$ cat src/rtl/arm_code_drain_if.sv
// Handshake bundle for the ARM-word drain: word-write side from the translator
// and byte-serial output side toward the host/loader.
interface arm_code_drain_if;
    logic        start;
    logic [31:0] data;
    logic        ready;
    logic [7:0]  out_byte;
    logic        out_valid;
    logic        out_ack;

    modport master (
        output start,
        output data,
        input  ready,
        input  out_byte,
        input  out_valid,
        output out_ack
    );

    modport slave (
        input  start,
        input  data,
        output ready,
        output out_byte,
        output out_valid,
        input  out_ack
    );
endinterface

$ cat src/rtl/arm_code_drain.sv
// Buffers 32-bit ARM words in a circular store and streams them out
// little-endian, one byte per valid/ack transfer.
module arm_code_drain #(
    parameter int DEPTH  = 16,
    parameter int ADDR_W = 4
) (
    input  logic              clk,
    input  logic              reset,
    arm_code_drain_if.slave   bus,
    output logic [ADDR_W:0]   level,
    output logic [15:0]       words_sent,
    output logic              overflow
);

    typedef enum logic [1:0] {
        IDLE = 2'd0,
        LOAD = 2'd1,
        SEND = 2'd2
    } state_t;

    state_t            state_r;
    state_t            state_next_s;
    logic [ADDR_W:0]   wptr_r;
    logic [ADDR_W:0]   rptr_r;
    logic [31:0]       mem_r [DEPTH];
    logic [31:0]       shift_r;
    logic [1:0]        byte_idx_r;
    logic [15:0]       words_sent_r;
    logic              overflow_r;
    logic              out_valid_r;
    logic              empty_s;
    logic              full_s;
    logic              write_s;
    logic              byte_ack_s;

    // Full when the low bits match but the wrap bits differ.
    assign empty_s    = (wptr_r == rptr_r);
    assign full_s     = (wptr_r[ADDR_W] != rptr_r[ADDR_W]) &&
                        (wptr_r[ADDR_W-1:0] == rptr_r[ADDR_W-1:0]);
    assign write_s    = bus.start && !full_s;
    assign byte_ack_s = (state_r == SEND) && bus.out_ack;

    assign bus.ready     = !full_s;
    assign bus.out_byte  = shift_r[7:0];
    assign bus.out_valid = out_valid_r;
    assign level         = wptr_r - rptr_r;
    assign words_sent    = words_sent_r;
    assign overflow      = overflow_r;

    // Read FSM next-state decode.
    always_comb begin
        state_next_s = state_r;
        case (state_r)
            IDLE: begin
                if (!empty_s) begin
                    state_next_s = LOAD;
                end else begin
                    state_next_s = IDLE;
                end
            end
            LOAD: begin
                state_next_s = SEND;
            end
            SEND: begin
                if (byte_ack_s && (byte_idx_r == 2'd3)) begin
                    if (!empty_s) begin
                        state_next_s = LOAD;
                    end else begin
                        state_next_s = IDLE;
                    end
                end else begin
                    state_next_s = SEND;
                end
            end
            default: begin
                state_next_s = IDLE;
            end
        endcase
    end

    // FSM state register; out_valid is registered alongside it.
    always_ff @(posedge clk or posedge reset) begin
        if (reset) begin
            state_r     <= IDLE;
            out_valid_r <= 1'b0;
        end else begin
            state_r     <= state_next_s;
            out_valid_r <= (state_next_s == SEND);
        end
    end

    // Write pointer and sticky overflow; a refused word leaves pointers alone.
    always_ff @(posedge clk or posedge reset) begin
        if (reset) begin
            wptr_r     <= '0;
            overflow_r <= 1'b0;
        end else begin
            if (write_s) begin
                wptr_r <= wptr_r + (ADDR_W+1)'(1);
            end
            if (bus.start && full_s) begin
                overflow_r <= 1'b1;
            end
        end
    end

    // Word store; contents need no reset since pointers gate every read.
    always_ff @(posedge clk) begin
        if (write_s) begin
            mem_r[wptr_r[ADDR_W-1:0]] <= bus.data;
        end
    end

    // Read pointer, byte serializer and sent-word counter.
    always_ff @(posedge clk or posedge reset) begin
        if (reset) begin
            rptr_r       <= '0;
            shift_r      <= 32'h0000_0000;
            byte_idx_r   <= 2'd0;
            words_sent_r <= 16'd0;
        end else begin
            case (state_r)
                LOAD: begin
                    shift_r    <= mem_r[rptr_r[ADDR_W-1:0]];
                    rptr_r     <= rptr_r + (ADDR_W+1)'(1);
                    byte_idx_r <= 2'd0;
                end
                SEND: begin
                    if (byte_ack_s) begin
                        if (byte_idx_r == 2'd3) begin
                            words_sent_r <= words_sent_r + 16'd1;
                        end else begin
                            shift_r    <= {8'h00, shift_r[31:8]};
                            byte_idx_r <= byte_idx_r + 2'd1;
                        end
                    end
                end
                default: begin
                    byte_idx_r <= byte_idx_r;
                end
            endcase
        end
    end

endmodule

$ cat src/flat_wrapper.sv
// flat-port wrapper written by rule: the top's interface ports become plain ports
module arm_code_drain_flat 
#(
    parameter int DEPTH  = 16,
    parameter int ADDR_W = 4
)
  (clk, reset, level, words_sent, overflow, bus_start, bus_data, bus_ready, bus_out_byte, bus_out_valid, bus_out_ack);
  arm_code_drain_if bus_i ();
  input  logic clk;
  input  logic reset;
  output logic [ADDR_W:0] level;
  output logic [15:0] words_sent;
  output logic overflow;
  input wire logic [$bits(bus_i.start)-1:0] bus_start;
  input wire logic [$bits(bus_i.data)-1:0] bus_data;
  output wire logic [$bits(bus_i.ready)-1:0] bus_ready;
  output wire logic [$bits(bus_i.out_byte)-1:0] bus_out_byte;
  output wire logic [$bits(bus_i.out_valid)-1:0] bus_out_valid;
  input wire logic [$bits(bus_i.out_ack)-1:0] bus_out_ack;
  assign bus_i.start = bus_start;
  assign bus_i.data = bus_data;
  assign bus_ready = bus_i.ready;
  assign bus_out_byte = bus_i.out_byte;
  assign bus_out_valid = bus_i.out_valid;
  assign bus_i.out_ack = bus_out_ack;
  arm_code_drain #(.DEPTH(DEPTH), .ADDR_W(ADDR_W)) u_core (.clk(clk), .reset(reset), .bus(bus_i), .level(level), .words_sent(words_sent), .overflow(overflow));
endmodule
$ cat config.mk
export PLATFORM = sky130hd
export DESIGN_NAME = arm_code_drain_flat
export DESIGN_NICKNAME = d
export VERILOG_FILES = /design/src/rtl/arm_code_drain_if.sv /design/src/rtl/arm_code_drain.sv /design/src/flat_wrapper.sv
export SDC_FILE = /design/constraint.sdc
export NUM_CORES = 1
export LEC_CHECK = 0
export BUFFER_PORTS_ARGS = -buffer_cell sky130_fd_sc_hd__buf_2
export CORE_ASPECT_RATIO = 1.5
export CORE_MARGIN = 1.5
export CORE_UTILIZATION = 25
export CTS_CLUSTER_DIAMETER = 200
export DETAILED_ROUTE_END_ITERATION = 10
export GPL_ROUTABILITY_DRIVEN = 0
export PLACE_DENSITY = 0.38
export SLEW_MARGIN = 20
export SYNTH_ARGS = -nofsm -noshare
export SYNTH_HDL_FRONTEND = slang
export SYNTH_SLANG_ARGS = --single-unit
$ cat constraint.sdc
create_clock -name clk -period 4.5 [get_ports clk]
set_clock_uncertainty 0.2 [all_clocks]
set_input_delay 0.225 -clock clk [delete_from_list [all_inputs] [get_ports clk]]
set_output_delay 0.225 -clock clk [all_outputs]
set_load 0.02 [all_outputs]
==> impl_metrics.yaml <==
status:
  status: "finished with violations"
  violations: "design-rule violations"
route:
  wl_per_cell_um: 24.5
  vias: 11600
  firstDrtPassIters: 10
  ant_nets: 0
  remaining_drc_errors: 10
  routed_via_density: 4.49
  drt_iter0_drc: 634
  wl_mm: 63.2
finish:
  seq_area_mm2: 0.0170
  layout-drive-gt1-share_pct: 19.0
  fin_cells: 2576
  fillerInstances: 8787
  nets: 1423
  multi_input_area_mm2: 0.00521
  fin_area_mm2: 0.0267
  syn_to_final_growth_pct: 18.3
yosys:
  netlist.area_leader.share_pct: 68.1
  synth_ff_type: "edfxtp_1"
  ys_types: 46
  synth_common_cells: "512 x edfxtp_1, 168 x mux2i_1, 64 x dfrtp_1"
  synth-edff-count: 512
  yosysSeqAreaShare_pct: 75.2
  synth_top_area_cell: "edfxtp_1"
  yosysWarnings: 0
  syn-cell-area_mm2: 0.0226
  postSynthCellCount: 1245
  synthArstFlopShare_pct: 11.1
  yosys.cell_count.top_type: "edfxtp_1"
  syn_nets: 1297
  syn_area_per_cell_um2: 18.1
  synth_seq_cells: 576
  synth.area.top_cells: "edfxtp_1 68%, mux2i_1 7.4%, dfrtp_1 7.1%"
setup_path:
  crit_path_start_kind: "register"
  crit_type: "register to register"
  end_kind: "register"
  worstPathArrival_ns: 3.45
  crit_fanout: 32
  crit_required_ns: 4.55
clocking:
  path_clk_slew_ns: 0.07
  postCtsSetupRepairBufs: 0
  numCtsBuffers: 56
  h-tree-depth: 2
  clk_latency_ns: 0.63
  cts_max_path_buffers: 3
  cts_tree: "done"
  cts.sinks: 576
  cts_root_buffer: "clkbuf_16"
sta:
  relSlewSlack_pct: 37.4
  slew_viol_final: 0
  hold_violations: 0
  period_needed_ns: 3.41
  setup_viol: 0
  rsz0062_at_grt: "false"
  fin_crit_sh_pct: 75.7
  worstMarginPinSlew_ns: 0.939
  fmaxAchievable_mhz: 294
  fin_hold_ws_ns: 0.101
  tns_ns: 0
die:
  die_area_mm2: 0.0922
  initial_utilization_pct: 25.3
  io_pins: 68
  row_count: 134
  die_height_um: 371
  die_x_um: 248
  coreArea_mm2: 0.0892
grt:
  antenna_found_initial: 1
  grt_max_degree: 74
  overflow: 0
  grt_pass1_wl_mm: 90.2
  grt_pass1_vias: 12300
  grt_use_total_pct: 13.7
power_and_ir_drop:
  p_leak_nw: 9.07
  powerDensity_mw_per_mm2: 657
  vdd_ir_drop_max_uv: 347
  finalPower_mw: 17.6
placement:
  place_area_mm2: 0.0244
  post-dp-hpwl_mm: 40.0
  port_buffers: 67
  dpl.cell_count: 2434
hold_path:
  hold_path.class: "input pin to asynchronous set/reset pin"
flow_run:
  drv_cap: 0
-- where the power goes --
part | internal [mW] | switching [mW]
Combinational | 1.95 | 3.49
Clock | 3.03 | 2.10
Sequential | 6.56 | 0.433
-- state kept, by name, summed over array words and instances (netlist names) --
| signal | flops |
|---|---|
| u_core.state_r | 2 |
| u_core.rptr_r | 5 |
| u_core.bus.out_valid | 1 |
| u_core.words_sent | 16 |
| u_core.overflow | 1 |
| u_core.shift_r | 32 |
| u_core.mem_r | 512 |
| u_core.wptr_r | 5 |
| u_core.byte_idx_r | 2 |
-- kinds of logic (layout without fill, tap and decap cells) --
family / Yosys count / count (layout) / synth area share, %
AOI/OAI and AO/OA: 181 / 181 / 5.31
xor gates and xnor gates: 27 / 27 / 1.05
adders and majority gates: 16 / 16 / 0.920
buffers and inverters: 90 / 264 / 2.40
DFF: 576 / 576 / 75.2
muxes: 216 / 216 / 12.2
other: 0 / 1 / 0
and+or+nand+nor: 139 / 139 / 2.92
-- per-layer routing --
| layer | vias to the layer above | global-route usage [%] | share of wire (%) |
|---|---|---|---|
| met2 | 215 | 26.7 | 56 |
| met5 | - | 0 | 0 |
| met4 | 0 | 5.20 | 3.4 |
| li1 | 5215 | - | - |
| met3 | 87 | 2.00 | 3.0 |
| met1 | 6055 | 14.9 | 38 |
-- critical path, stage by stage, from the launching register on --
cell      delay (ns)
dfrtp_1         0.71
ha_1            0.40
and4_1          0.27
a21boi_2        0.36
nand2_1         0.33
nor3_4          0.19
buf_4           0.49
-- worst paths after layout --
kind	start	to	slack [ns]	cells after the start
worst max-delay path	u_core.wptr_r[2]	u_core.mem_r[2][11]	1.09	6
worst min-delay path	reset	u_core.shift_r[24]	0.10	3
worst max register to register	u_core.wptr_r[2]	u_core.mem_r[2][11]	1.09	6
worst min register to register	u_core.words_sent[15]	u_core.words_sent[15]	0.29	1
max in group asynchronous	reset	u_core.state_r[0]	3.04	4
min in group clk	bus_start	u_core.overflow	0.23	3
-- area by class of cell --
class / count / area share (%)
tap: 1156 / 5.42
clock buffer: 71 / 5.57
multi-input combinational: 579 / 19.5
antenna: 1 / 0.00937
sequential: 576 / 63.6
inverter: 17 / 0.244
timing repair buffer: 141 / 3.80
clock inverter: 35 / 1.85
-- stage by stage --
stage	utilization [%]	worst slack, ns
2_1_floorplan	-	0.402
3_3_place_gp	27.3	1.10
3_5_place_dp	27.3	1.06
4_1_cts	29.9	1.04
5_1_grt	29.9	0.902
6_report	29.9	1.09
-- timing repair --
| item | in CTS | in global routing |
|---|---|---|
| resized for setup | 0 | 0 |
| hold buffers | 35 | 0 |
| endpoints found under the hold margin | 561 | 0 |
-- cell usage in the layout, fill, tap and decap left out, types with 23 or more instances in the layout --
cell type	count
edfxtp_1	512
mux2i_1	168
buf_2	67
dfrtp_1	61
clkbuf_16	56
nand2_1	54
o22ai_1	49
mux4_2	48
o21ai_0	41
buf_4	36
dlygate4sd3_1	35
nor3_1	25
a22oi_1	23
a221oi_1	23
No activity file was read; power rests on OpenSTA's default activity.
